<file path="src/rtl/rca_pkg.sv">
// Shared types and constants for the nibble-serial adder controller and its slice.
package rca_pkg;

  localparam int RCA_SLICE_W = 4;

  typedef enum logic [1:0] {
    IDLE,
    BUSY,
    DONE
  } rca_seq_state_t;

endpackage

</file>
<file path="src/rtl/rca.sv">
// 4-bit ripple-carry adder slice, purely combinational.
module rca
  import rca_pkg::*;
(
  input  logic [RCA_SLICE_W-1:0] a,
  input  logic [RCA_SLICE_W-1:0] b,
  input  logic                   cin,
  output logic [RCA_SLICE_W-1:0] s,
  output logic                   c4
);

  logic [RCA_SLICE_W:0] c;

  assign c[0] = cin;

  for (genvar gi = 0; gi < RCA_SLICE_W; gi++) begin : g_fa
    assign s[gi]    = a[gi] ^ b[gi] ^ c[gi];
    assign c[gi+1]  = (a[gi] & b[gi]) | (c[gi] & (a[gi] ^ b[gi]));
  end

  assign c4 = c[RCA_SLICE_W];

endmodule

</file>
<file path="src/rtl/rca_seq_ctrl.sv">
// Nibble-serial adder: one rca slice iterated over WIDTH/4 cycles, valid/ready on both sides.
// Optional subtract mode (in_sub port) is enabled by defining RCA_SEQ_CTRL_SUB_EN.
module rca_seq_ctrl
  import rca_pkg::*;
#(
  parameter int WIDTH = 32
) (
  input  logic             clk,
  input  logic             rst_n,
  input  logic             in_valid,
  output logic             in_ready,
  input  logic [WIDTH-1:0] in_a,
  input  logic [WIDTH-1:0] in_b,
`ifdef RCA_SEQ_CTRL_SUB_EN
  input  logic             in_sub,
`endif
  input  logic             in_cin,
  output logic             out_valid,
  input  logic             out_ready,
  output logic [WIDTH-1:0] out_sum,
  output logic             out_cout,
  output logic             busy
);

  localparam int NIBBLES = WIDTH / RCA_SLICE_W;
  localparam int IDX_W   = (NIBBLES > 1) ? $clog2(NIBBLES) : 1;
  localparam logic [IDX_W-1:0] LAST_IDX = IDX_W'(NIBBLES - 1);

  if ((WIDTH % RCA_SLICE_W) != 0 || WIDTH < RCA_SLICE_W) begin : g_bad_width
    $fatal(1, "rca_seq_ctrl: WIDTH must be a non-zero multiple of 4");
  end

  rca_seq_state_t state_reg, state_next;

  logic [NIBBLES-1:0][RCA_SLICE_W-1:0] a_reg, b_reg, sum_reg;
  logic [IDX_W-1:0]                    idx_reg;
  logic                                carry_reg;
  logic [RCA_SLICE_W-1:0]              slice_s;
  logic                                slice_c4;
  logic                                accept;
  logic [WIDTH-1:0]                    b_load;
  logic                                carry_load;

  assign accept = in_valid && in_ready;

`ifdef RCA_SEQ_CTRL_SUB_EN
  // Subtraction is a + ~b + 1; the caller's carry-in is irrelevant then.
  assign b_load     = in_sub ? ~in_b : in_b;
  assign carry_load = in_sub ? 1'b1 : in_cin;
`else
  assign b_load     = in_b;
  assign carry_load = in_cin;
`endif

  rca u_rca (
    .a   (a_reg[idx_reg]),
    .b   (b_reg[idx_reg]),
    .cin (carry_reg),
    .s   (slice_s),
    .c4  (slice_c4)
  );

  always_ff @(posedge clk or negedge rst_n) begin
    if (!rst_n) begin
      state_reg <= IDLE;
    end else begin
      state_reg <= state_next;
    end
  end

  always_ff @(posedge clk or negedge rst_n) begin
    if (!rst_n) begin
      a_reg     <= '0;
      b_reg     <= '0;
      sum_reg   <= '0;
      idx_reg   <= '0;
      carry_reg <= 1'b0;
    end else begin
      case (state_reg)
        IDLE: begin
          if (accept) begin
            a_reg     <= in_a;
            b_reg     <= b_load;
            carry_reg <= carry_load;
            idx_reg   <= '0;
          end
        end
        BUSY: begin
          sum_reg[idx_reg] <= slice_s;
          carry_reg        <= slice_c4;
          // Counter parks on the last nibble so it never wraps.
          if (idx_reg != LAST_IDX) begin
            idx_reg <= idx_reg + 1'b1;
          end
        end
        default: ;
      endcase
    end
  end

  always_comb begin
    state_next = state_reg;
    in_ready   = 1'b0;
    out_valid  = 1'b0;
    busy       = 1'b0;
    case (state_reg)
      IDLE: begin
        in_ready = 1'b1;
        if (accept) state_next = BUSY;
      end
      BUSY: begin
        busy = 1'b1;
        if (idx_reg == LAST_IDX) state_next = DONE;
      end
      DONE: begin
        out_valid = 1'b1;
        if (out_ready) state_next = IDLE;
      end
      default: state_next = IDLE;
    endcase
  end

  assign out_sum  = sum_reg;
  assign out_cout = carry_reg;

endmodule

</file>
<file path="config.mk">
export PLATFORM = sky130hd
export DESIGN_NAME = rca_seq_ctrl
export DESIGN_NICKNAME = d
export VERILOG_FILES = /design/src/rtl/rca_pkg.sv /design/src/rtl/rca.sv /design/src/rtl/rca_seq_ctrl.sv
export SDC_FILE = /design/constraint.sdc
export NUM_CORES = 1
export LEC_CHECK = 0
export ABC_CLOCK_PERIOD_IN_PS = 3000
export CORE_ASPECT_RATIO = 1.1
export CORE_MARGIN = 3
export CORE_UTILIZATION = 35
export CTS_CLUSTER_DIAMETER = 100
export DETAILED_ROUTE_END_ITERATION = 10
export SLEW_MARGIN = 10
export SYNTH_ARGS = -nofsm -noshare
export SYNTH_HDL_FRONTEND = slang
export SYNTH_SLANG_ARGS = --single-unit
</file>
<file path="constraint.sdc">
create_clock -name clk -period 3 [get_ports clk]
set_clock_uncertainty 0.05 [all_clocks]
set_input_delay 0.3 -clock clk [delete_from_list [all_inputs] [get_ports clk]]
set_output_delay 0.3 -clock clk [all_outputs]
set_load 0.01 [all_outputs]
</file>
# == Yosys cells after proc, flatten, opt, wreduce, memory -nomap -nowiden ==
# Index checks and enable logic that the tools add are counted.
# classes
add_sub_neg,1
div_mod_pow,0
n_eq_ne,8
magnitude_cmp,2
n_mux,19
reduce_logical,8
mul,0
bitwise_logic,20
shift,0
# ops
cell,n
32-bit bitwise mux,1
4-bit binary-select mux with 3-bit select,2
4-bit demux with 3-bit select,1
4-bit 2-to-1 mux,3
1-bit bitwise AND,8
"2-bit != test, second input constant",4
1-bit bitwise XOR,8
2-bit 2-to-1 mux,3
3-bit 2-to-1 mux,2
2-bit one-hot mux with 3 select lines,1
3-bit one-hot mux with 2 select lines,1
3-bit AND reduction,2
"3-bit by 4-bit less-than comparator with 1-bit output, second input constant",1
1-bit 2-to-1 mux,4
1-bit OR,4
2-bit AND reduction,2
"3-bit by 1-bit adder with 3-bit output, second input constant",1
"3-bit equality test, second input constant",1
"3-bit by 1-bit >= comparator with 1-bit output, second input constant",1
"3-bit != test, second input constant",1
"2-bit by 1-bit equality test with 1-bit output, second input constant",1
"2-bit equality test, second input constant",1
1-bit logical AND,2
2-bit logical NOT,1
2 further kinds,2
# totals
regBits,102
mem_count,0
ram_bits,0
output_inout_bits,36
romBits,0
latchBits,0

# == Longest topological paths before layout ==
# Gate-level depths: netlist of the first run.
# depth
word_depth,12
depth_mapped,12
mapped_depth_nobuf,11

# == Cells and area by module ==
# From an unflattened synthesis of the first run, not the netlist that was laid out.
# hier_totals
cells_unflattened,284
area_unflattened_um2,4583.1
# modules_own_cells
module,cells_per_inst,area_each_um2,seq_area_each_um2,n_inst
rca_seq_ctrl,270,4465.5,2552.4,1
rca,14,117.6,0.0,1

# == Worst setup path after synthesis of the first run ==
# No wires, ideal clock.
# synth_path
path_kind,reg-to-reg
from,reg idx_reg[0]
to,reg sum_reg (netlist bit out_sum[31])
synth_period_minus_slack_ps,3264
path_slack_ps,-264
path_buffers,1
path_stages_with_launch,12
setup_time_ps,95
t_required_ps,2855
arrival_time_ps,3119
cell_sequence,dfrtp_1 -> buf_6 -> mux4_2 -> mux2_2 -> fa_1 -> inv_1 -> fa_1 -> inv_1 -> fa_1 -> inv_1 -> fa_1 -> o31ai_1
# synth_via
elab_chain_len,11
word_cells_on_any_way,24
classes_between,2 x order compare; 7 x mux; 14 x bitwise; 1 x reduce/logical
# synth_lines
element,line,text
start: declaration,rca_seq_ctrl.sv:36,logic [IDX_W-1:0] idx_reg;
start signal: assignment,rca_seq_ctrl.sv:93,idx_reg <= idx_reg + 1'b1;
"4-bit binary-select mux with 3-bit select, on equally long branches","rca_seq_ctrl.sv:56, rca_seq_ctrl.sv:57",
"4-bit 2-to-1 mux, on equally long branches","rca_seq_ctrl.sv:56, rca_seq_ctrl.sv:57",
1-bit bitwise XOR,rca.sv:18,assign c[gi+1] = (a[gi] & b[gi]) | (c[gi] & (a[gi] ^ b[gi]));
1-bit bitwise AND,rca.sv:18,
1-bit OR,rca.sv:18,
1-bit bitwise AND,rca.sv:18,
1-bit OR,rca.sv:18,
1-bit bitwise AND,rca.sv:18,
1-bit OR,rca.sv:18,
1-bit bitwise XOR,rca.sv:17,assign s[gi] = a[gi] ^ b[gi] ^ c[gi];
32-bit bitwise mux *,rca_seq_ctrl.sv:89,sum_reg[idx_reg] <= slice_s;
end signal: indexed assignment,rca_seq_ctrl.sv:89,
end: declaration,rca_seq_ctrl.sv:35,"logic [NIBBLES-1:0][RCA_SLICE_W-1:0] a_reg, b_reg, sum_reg;"
# Mark *: on every way between the ends. The rest lies on a longest branch, timed or not. The select of a mux whose other input is x is not followed.
# A chain may end at the register's enable or synchronous reset.

# == Worst setup path after layout of the first run ==
# Ends and elaborated chain as after synthesis.

==> results of run 1 <==
cell usage in the layout, fill, tap and decap left out, types with 3 or more instances in the layout:
cell type	instances
inv_6	3
a22o_1	3
mux2_2	83
nor2_1	6
nand2_1	3
nand2b_1	3
mux2i_1	4
dfrtp_1	102
nand3_1	3
inv_1	3
buf_4	15
fa_2	4
clkbuf_16	9
nor2b_1	3
mux4_2	16
clkdlybuf4s50_1	103
o21ai_0	28
routing by layer:
layer | vias up | part of all wire (%) | wire [um] | GRT usage (%)
met5 | - | 0 | 0 | 0
met4 | 0 | 2.3 | 229 | 5.87
met3 | 17 | 7.5 | 751 | 4.32
met2 | 93 | 47 | 4780 | 23.2
met1 | 1466 | 43 | 4300 | 19.0
li1 | 1315 | - | - | -
power breakdown:
part | internal (mW) | switching [mW]
logic | 2.18 | 1.84
registers | 2.08 | 0.387
clock network | 0.743 | 0.532
per-stage QoR:
step / setup TNS, ns / power, mW
2_1_floorplan: -1.11 / 4.92
3_3_place_gp: -0.607 / 6.41
3_5_place_dp: -0.944 / 6.52
4_1_cts: -0.915 / 7.84
5_1_grt: -1.74 / 8.30
6_report: -0.930 / 7.76
cell families after synthesis:
kind of cell | share of synthesized area [%]
buf+inv | 2.59
mux | 30.2
compound gates | 4.57
flops | 56.8
simple gates | 3.45
fa+ha+maj | 2.34
worst reg2reg max path: cells and delay by family, from the launching register on:
| family | cells | cell delay (ns) |
|---|---|---|
| fa+ha+maj | 4 | 1.35 |
| mux | 2 | 0.77 |
| flops | 1 | 0.36 |
| buf+inv | 4 | 0.32 |
| compound gates | 1 | 0.22 |
how the worst max path moves through the flow:
stage	slack (ns)	endpoint	from
2_1_floorplan	-0.21	out_sum[31]$_DFFE_PN0P_	idx_reg[0]$_DFFE_PN0P_
3_3_place_gp	-0.15	out_sum[31]$_DFFE_PN0P_	idx_reg[0]$_DFFE_PN0P_
3_5_place_dp	-0.24	out_sum[31]$_DFFE_PN0P_	idx_reg[0]$_DFFE_PN0P_
4_1_cts	-0.17	out_sum[31]$_DFFE_PN0P_	idx_reg[0]$_DFFE_PN0P_
5_1_grt	-0.25	out_sum[31]$_DFFE_PN0P_	idx_reg[0]$_DFFE_PN0P_
6_report	-0.16	out_sum[31]$_DFFE_PN0P_	idx_reg[0]$_DFFE_PN0P_
timing repair:
action                                 CTS  global route
hold buffers                             1             0
resized for setup                        2             3
endpoints found under the hold margin   42             0
pin swaps                                2             1
gates cloned                             0             0
setup endpoints to repair                8             9
area by class of cell:
class	count	share of cell area, %
clock buffers	9	3.67
flip-flops and latches	102	41.6
well taps	154	3.14
repair buffers	121	19.3
multi-input cells	174	30.3
inverters	5	0.306
clock inverters	7	1.69
==> results by group, run 1 <==
Placed design
  • GP Congestion: 0.775
  • Setup WS pre-CTS: -0.237 ns
  • Dpl cells: 555
  • Post-DP HPWL: 7570 um
  • Port-buffer cells: 104
  • Post-Place Cell Area: 5780 um^2

CTS
  • Clk sinks: 102
  • Postcts setup bufs: 0
  • Max H-tree Level: 3
  • Deepest clock path buffer count: 2
  • CTS tree: done
  • Clock buffer count from CTS: 9
  • Worst skew pair latency: 0.34 ns
  • Clk Tree Root Cell: clkbuf_16
  • Clk pin slew, worst setup/hold paths: 0.07 ns

Setup path
  • Crit Path Max Fanout: 8
  • Worst Path Class, Setup: register to register
  • Reg2Reg Capture Point: out_sum[31]$_DFFE_PN0P_
  • Startpoint types: register
  • Crit path top cell by count: fa_2
  • Slowest CP cell: fa_2
  • Critical path depth: 11
  • Worst path required time: 3.20 ns
  • Reg2reg setup slack: -0.16 ns
  • R2R Path Start: idx_reg[0]$_DFFE_PN0P_
  • Arr. time, crit path: 3.36 ns
  • Critical Path End Type: register
  • CP peak stage delay: 0.52 ns
  • R2r worst-path depth: 11
  • WP buf/inv: 4
  • Kind of cell adding the most delay to the critical path: adder cells
  • CP Cell Sequence: buf_4 > mux4_2 > mux2_4 > fa_2 > inv_2 > fa_2 > inv_1 > fa_2 > inv_2 > fa_2 > o31ai_4

Flow run
  • Max Cap Viol: 0

Finish
  • Synthesis-to-finish area growth: 36.7%
  • Post-Layout Cell Count: 572
  • Register area: 2550 um^2
  • Final Cell Area: 6140 um^2
  • Ratio of cells with drive above 1 in the final layout: 34.4%
  • Final core occ: 49.9%
  • Fin nets: 488
  • # diodes: 0
  • Multi-input gate area: 1860 um^2
  • Fill cells: 1090

STA
  • Post-route clock period utilization: 105%
  • RSZ-0062 raised after global routing: true
  • Rel. slew slack: 62.6%
  • Final Hold Viols: 0
  • Hold WS: 0.441 ns
  • Setup violations, final: 8
  • Worst Tran Pin Value: 0.561 ns
  • Slack of the critical path: -0.164 ns
  • Min cycle time layout: 3.16 ns
  • Peak Freq: 316 MHz
  • Final Max Slew Viols: 0

Routing
  • Vias per inst: 5.05
  • Starting DRC count in detailed routing: 144
  • Average wire per standard cell: 17.6 um
  • Routed Antenna Nets: 0
  • Routed Wire Length: 10100 um
  • DRC viols: 0
  • TritonRoute pass-1 iters: 4
  • Via count: 2891

Yosys
  • Mapped Nets: 373
  • Count leader, synth: dfrtp_1
  • Count of cell types in the netlist: 28
  • FFs w/ async S/R, synth: 100%
  • Cell Area, Synth: 4490 um^2
  • Yosys top cell by area: dfrtp_1
  • Commonest cells in the netlist: dfrtp_1, mux2_2, o21ai_0
  • Top post-synthesis cells by area: dfrtp_1, mux2_2, mux4_2
  • Top_reg_cell synth: dfrtp_1
  • Area share of the largest cell type after synthesis: 56.8%
  • Post-Synthesis Cells: 298
  • Yosys warns: 0
  • Syn Area/Cell: 15.1 um^2
  • EDFF count, synth: 0
  • Yosys reg bits: 102
  • Seq/Total Area, Yosys: 56.8%

GRT
  • Grt ovf: 0
  • Vias in the first global route: 3147
  • First-pass GRT wire length: 16400 um
  • GRT Total Usage: 14.7%
  • Initial antenna violation count: 0
  • Pin count of the biggest net entering global routing: 61

Power and ir drop
  • Power Density: 1260 nW/um^2
  • Pleak: 2.50 nW
  • IR Drop Worst-Case VDD: 0.703 mV

Floorplanning
  • Num rows: 42
  • DIE HEIGHT: 125 um
  • Initial core utilization: 36.5%
  • Die area: 14200 um^2
  • Die Width: 114 um
  • Core footprint: 12300 um^2
  • Ports: 105

Outcome
  • Failing checks: negative setup slack
  • Status: finished with violations

Hold path
  • HP Class: input port to async pin
Power figures use the tool's default switching activity.
==> run 2: changes to the inputs <==
ABC_AREA = 1   (was unset)
CORE_MARGIN = unset   (was 3)
==> run 2 against run 1 <==
Against the previous run: the flow now finishes without violations; flip-flop and latch count unchanged; sequential power decreased by 7%; global-route usage up 3.4 points; final area increased by 5.9%; synthesized cell count is 110% higher; largest power group unchanged; register-to-register slack improved by 0.31 ns; worst hold slack got worse by 0.38 ns; die area shrank 0.44%; sequential share of layout area is 2.3 points lower; highest routed layer unchanged.
==> results by group, run 2 <==
Floorplanning
  • Initial core utilization: 36.1%
  • DIE HEIGHT: 125 um
  • Die area: 14200 um^2
  • Die Width: 114 um
  • Core footprint: 13300 um^2
  • Num rows: 44
  • Ports: 105

Routing
  • Vias per inst: 4.52
  • DRC viols: 0
  • Routed Antenna Nets: 0
  • TritonRoute pass-1 iters: 5
  • Routed Wire Length: 12400 um
  • Starting DRC count in detailed routing: 255
  • Via count: 4183
  • Average wire per standard cell: 13.4 um

Yosys
  • EDFF count, synth: 0
  • Top_reg_cell synth: dfrtp_1
  • Yosys warns: 0
  • Area share of the largest cell type after synthesis: 53.2%
  • Post-Synthesis Cells: 618
  • Seq/Total Area, Yosys: 53.2%
  • Syn Area/Cell: 7.76 um^2
  • Yosys top cell by area: dfrtp_1
  • Count of cell types in the netlist: 20
  • Mapped Nets: 693
  • Commonest cells in the netlist: nand2_1, dfrtp_1, inv_1
  • Top post-synthesis cells by area: dfrtp_1, nand2_1, a21oi_1
  • Count leader, synth: nand2_1
  • FFs w/ async S/R, synth: 100%
  • Yosys reg bits: 102
  • Cell Area, Synth: 4790 um^2

Setup path
  • Worst Path Class, Setup: register to register
  • Reg2Reg Capture Point: out_sum[3]$_DFFE_PN0P_
  • R2R Path Start: idx_reg[0]$_DFFE_PN0P_
  • R2r worst-path depth: 16
  • Arr. time, crit path: 3.09 ns
  • Worst path required time: 3.24 ns
  • Reg2reg setup slack: 0.15 ns
  • Critical Path End Type: register
  • Startpoint types: register
  • Crit Path Max Fanout: 8

CTS
  • Deepest clock path buffer count: 2
  • Clock buffer count from CTS: 9
  • Max H-tree Level: 3
  • CTS tree: done
  • Worst skew pair latency: 0.35 ns
  • Clk pin slew, worst setup/hold paths: 0.07 ns
  • Clk Tree Root Cell: clkbuf_16
  • Clk sinks: 102

Finish
  • Final core occ: 49.0%
  • Most common cell after layout, fill and taps aside: nand2_1
  • Fin nets: 812
  • Ratio of cells with drive above 1 in the final layout: 10.1%
  • # diodes: 0
  • Synthesis-to-finish area growth: 35.6%
  • Most frequent cells in the layout: nand2_1, clkdlybuf4s50_1, dfrtp_1

Power and ir drop
  • Power Density: 1130 nW/um^2
  • Total power: 7.35 mW
  • IR Drop Worst-Case VDD: 0.663 mV
  • Pleak: 3.31 nW

STA
  • Final Hold Viols: 0
  • Peak Freq: 351 MHz
  • Setup violations, final: 0
  • Fin Setup TNS: 0 ns
  • Worst Tran Pin Value: 1.09 ns
  • Post-route clock period utilization: 95.0%
  • RSZ-0062 raised after global routing: false
  • Final Max Slew Viols: 0
  • Slack of the critical path: 0.151 ns
  • Min cycle time layout: 2.85 ns
  • Rel. slew slack: 27.6%
  • Hold WS: 0.0635 ns

Flow run
  • Max Cap Viol: 0

GRT
  • Pin count of the biggest net entering global routing: 87
  • Grt ovf: 0
  • First-pass GRT wire length: 20100 um
  • GRT Total Usage: 18.1%
  • Initial antenna violation count: 0
  • Vias in the first global route: 4154

Placed design
  • Post-DP HPWL: 9010 um
  • Port-buffer cells: 104
  • GP Congestion: 0.812
  • Setup WS pre-CTS: 0.0198 ns

Hold path
  • HP Class: input port to async pin

Outcome
  • Status: completed
==> run 2: routing by layer <==
metal / vias to the layer above / wire length [um] / global-route usage, %
li1: 2101 / - / -
met1: 1969 / 5520 / 23.9
met2: 104 / 6170 / 29.7
met3: 9 / 624 / 2.77
met4: 0 / 128 / 6.97
met5: - / 0 / 0
==> run 2: cell families (layout without fill, tap and decap cells) <==
kind of cell / after synthesis / after routing / synth area share [%]
adder cells (fa/ha/maj): 6 / 6 / 2.19
AO/OA/AOI/OAI: 69 / 69 / 7.33
AND/OR/NAND/NOR: 327 / 327 / 27.4
flip-flops: 102 / 102 / 53.2
buffers and inverters: 114 / 237 / 9.81
==> run 2: what timing repair did <==
item,in CTS,in global routing
setup endpoints to repair,3,10
gates resized for setup,1,13
gates cloned,0,2
hold buffers,0,0
setup buffers,0,9
==> run 2: report_power, final <==
| group | internal, mW | switching [mW] | total, mW |
|---|---|---|---|
| Clock | 0.578 | 0.489 | 1.07 |
| Combinational | 1.56 | 2.43 | 3.99 |
| Sequential | 2.02 | 0.277 | 2.30 |
==> run 2: area by class of cell <==
class,instances,area [um^2]
repair buffers,134,1320
inverters,88,335
multi-input cells,402,1790
well taps,184,230
clock inverters,4,23.8
flip-flops and latches,102,2560
clock buffers,11,243
fillers,1325,6770
==> run 2: how the worst max path moves through the flow <==
stage / start / endpoint
after detailed placement: idx_reg[0]$_DFFE_PN0P_ / out_sum[11]$_DFFE_PN0P_
after global placement: idx_reg[1]$_DFFE_PN0P_ / out_sum[31]$_DFFE_PN0P_
final: idx_reg[0]$_DFFE_PN0P_ / out_sum[3]$_DFFE_PN0P_
after CTS: idx_reg[0]$_DFFE_PN0P_ / out_sum[3]$_DFFE_PN0P_
after floorplan: idx_reg[0]$_DFFE_PN0P_ / out_sum[27]$_DFFE_PN0P_
after global routing: idx_reg[0]$_DFFE_PN0P_ / out_sum[7]$_DFFE_PN0P_
==> run 2: per-stage QoR <==
stage / cell area (um^2) / instances
6_report: 6500 / 925
5_1_grt: 6500 / 925
4_1_cts: 6360 / 914
3_5_place_dp: 6090 / 899
3_3_place_gp: 6090 / 899
2_1_floorplan: 4790 / 618
==> run 2: critical path: stages, from the launching register on <==
cell       delay (ns)
dfrtp_2          0.46
clkbuf_16        0.18
nand2_1          0.06
nand3_1          0.09
nand2_1          0.05
inv_1            0.04
nand2_1          0.07
fa_2             0.34
inv_2            0.07
fa_2             0.19
inv_1            0.05
fa_1             0.36
inv_1            0.07
fa_1             0.42
inv_2            0.15
nand2_1          0.08
nand2_1          0.06
==> run 3: changes to the inputs <==
CORE_UTILIZATION = 46   (was 35)
GPL_ROUTABILITY_DRIVEN = 0   (was unset)
PLACE_DENSITY = 0.77   (was unset)
==> run 3 against run 2 <==
Against the previous run: register-to-register slack better by 0.02 ns; global-route usage is 4.1 points higher; die area is 24% lower; worst hold slack better by 0.020 ns; highest routed layer unchanged; setup slack better by 0.019 ns; total power is 4.9% lower; sequential power hardly changed; non-clock buffer count is 8 lower; combinational power is 4% lower; wire length is 6.3% lower; sequential share of layout area is 1.5 points higher.
==> results by group, run 3 (synthesized netlist as in run 2, its figures left out) <==
GRT
  • Initial antenna violation count: 0
  • Pin count of the biggest net entering global routing: 87
  • First-pass GRT wire length: 18800 um
  • Grt ovf: 0
  • GRT Total Usage: 22.2%
  • Vias in the first global route: 4173

CTS
  • Clk pin slew, worst setup/hold paths: 0.09 ns
  • Clk sinks: 102
  • CTS tree: done
  • Max H-tree Level: 3
  • Deepest clock path buffer count: 2
  • # hold bufs at CTS: 0
  • Worst skew pair latency: 0.37 ns
  • Clk Tree Root Cell: clkbuf_8
  • Clock buffer count from CTS: 9

Setup path
  • Startpoint types: register
  • Worst path required time: 3.26 ns
  • Reg2Reg Capture Point: out_sum[11]$_DFFE_PN0P_
  • R2r worst-path depth: 16
  • Crit Path Max Fanout: 13
  • Worst setup path startpoint: idx_reg[0]$_DFFE_PN0P_
  • Arr. time, crit path: 3.09 ns
  • Critical Path End Type: register
  • Worst Path Class, Setup: register to register
  • R2R Path Start: idx_reg[0]$_DFFE_PN0P_
  • Reg2reg setup slack: 0.17 ns

Placed design
  • Post-Place Cell Area: 5970 um^2
  • Post-DP HPWL: 8440 um
  • Port-buffer cells: 104
  • Setup WS pre-CTS: -0.00633 ns

Power and ir drop
  • Power Density: 1120 nW/um^2
  • IR Drop Worst-Case VDD: 0.593 mV
  • Pleak: 3.22 nW

Routing
  • Routed Antenna Nets: 0
  • Routed Wire Length: 11700 um
  • DRC viols: 0
  • TritonRoute pass-1 iters: 4
  • Average wire per standard cell: 13.7 um
  • Starting DRC count in detailed routing: 300
  • Vias per inst: 4.98
  • Via count: 4247

STA
  • Fin Setup TNS: 0 ns
  • Rel. slew slack: 29.9%
  • Final Hold Viols: 0
  • Peak Freq: 353 MHz
  • Worst Tran Pin Value: 1.05 ns
  • Slack of the critical path: 0.170 ns
  • Min cycle time layout: 2.83 ns
  • Post-route clock period utilization: 94.3%
  • Final Max Slew Viols: 0
  • Setup violations, final: 0

Floorplanning
  • Num rows: 38
  • Core footprint: 9980 um^2
  • DIE HEIGHT: 109 um
  • Die area: 10800 um^2
  • Ports: 105
  • Die Width: 99.3 um
  • Initial core utilization: 48.0%

Finish
  • Most frequent cells in the layout: nand2_1, clkdlybuf4s50_1, dfrtp_1
  • Final Cell Area: 6260 um^2
  • Most common cell after layout, fill and taps aside: nand2_1
  • Ratio of cells with drive above 1 in the final layout: 8.87%
  • Fin nets: 804
  • # diodes: 0
  • Synthesis-to-finish area growth: 30.6%

Outcome
  • Status: completed

Hold path
  • HP Class: input port to async pin

Flow run
  • Max Cap Viol: 0
==> run 3: cell types whose count changed in the layout (fill, tap and decap cells not counted), moves of 2 or more <==
cell / previous run / this run
buf_4: 27 / 21
clkbuf_16: 11 / 1
clkinv_2: 3 / 0
clkbuf_8: 1 / 10
clkinvlp_4: 0 / 2
==> run 3: power breakdown <==
part | internal (mW) | switching [mW]
clock | 0.405 | 0.459
combinational | 1.46 | 2.37
sequential | 2.01 | 0.276
==> run 3: final cells by class <==
class | instances | area [um^2]
Fill cell | 870 | 3730
Sequential cell | 102 | 2560
Multi-Input combinational cell | 402 | 1790
Timing Repair Buffer | 126 | 1230
Inverter | 88 | 335
Tap cell | 120 | 150
Clock buffer | 12 | 145
Clock inverter | 3 | 45.0
==> run 3: critical path: stages (launching register included) <==
cell     delay, ns
dfrtp_2       0.44
buf_12        0.15
nand2_1       0.06
nand3_1       0.08
nand2_1       0.06
inv_1         0.06
nand2_1       0.09
fa_2          0.35
inv_1         0.08
fa_1          0.17
inv_1         0.05
fa_1          0.35
inv_1         0.09
fa_1          0.42
inv_2         0.14
nand2_1       0.07
nand2_1       0.06
==> run 3: repair_timing <==
| action | in CTS | in global routing |
|---|---|---|
| resized for setup | 2 | 12 |
| buffers inserted | 0 | 6 |
| gates cloned | 0 | 1 |
| endpoints found under the setup margin | 8 | 9 |
==> run 3: routing by layer <==
layer	track usage [%]	part of all wire (%)	wire length (um)
met1	27.2	43	5060
met2	39.7	50	5840
met3	4.29	4.8	554
met4	7.25	1.7	196
met5	0	0	0
==> run 3: worst max-delay path by stage <==
stage / end / slack (ns)
after floorplan: out_sum[27]$_DFFE_PN0P_ / 0.11
after global placement: out_sum[23]$_DFFE_PN0P_ / 0.14
after detailed placement: out_sum[27]$_DFFE_PN0P_ / -0.006
after CTS: out_sum[11]$_DFFE_PN0P_ / 0.03
after global routing: out_sum[3]$_DFFE_PN0P_ / -0.02
final: out_sum[11]$_DFFE_PN0P_ / 0.17
==> run 3: through the flow <==
step	cells	util [%]	power, mW	hold WS [ns]
2_1_floorplan	618	-	4.57	-0.0456
3_3_place_gp	831	59.8	5.80	0.412
3_5_place_dp	831	59.8	5.97	0.416
4_1_cts	846	61.7	6.86	0.116
5_1_grt	853	62.7	7.59	0.171
6_report	853	62.7	6.99	0.0837
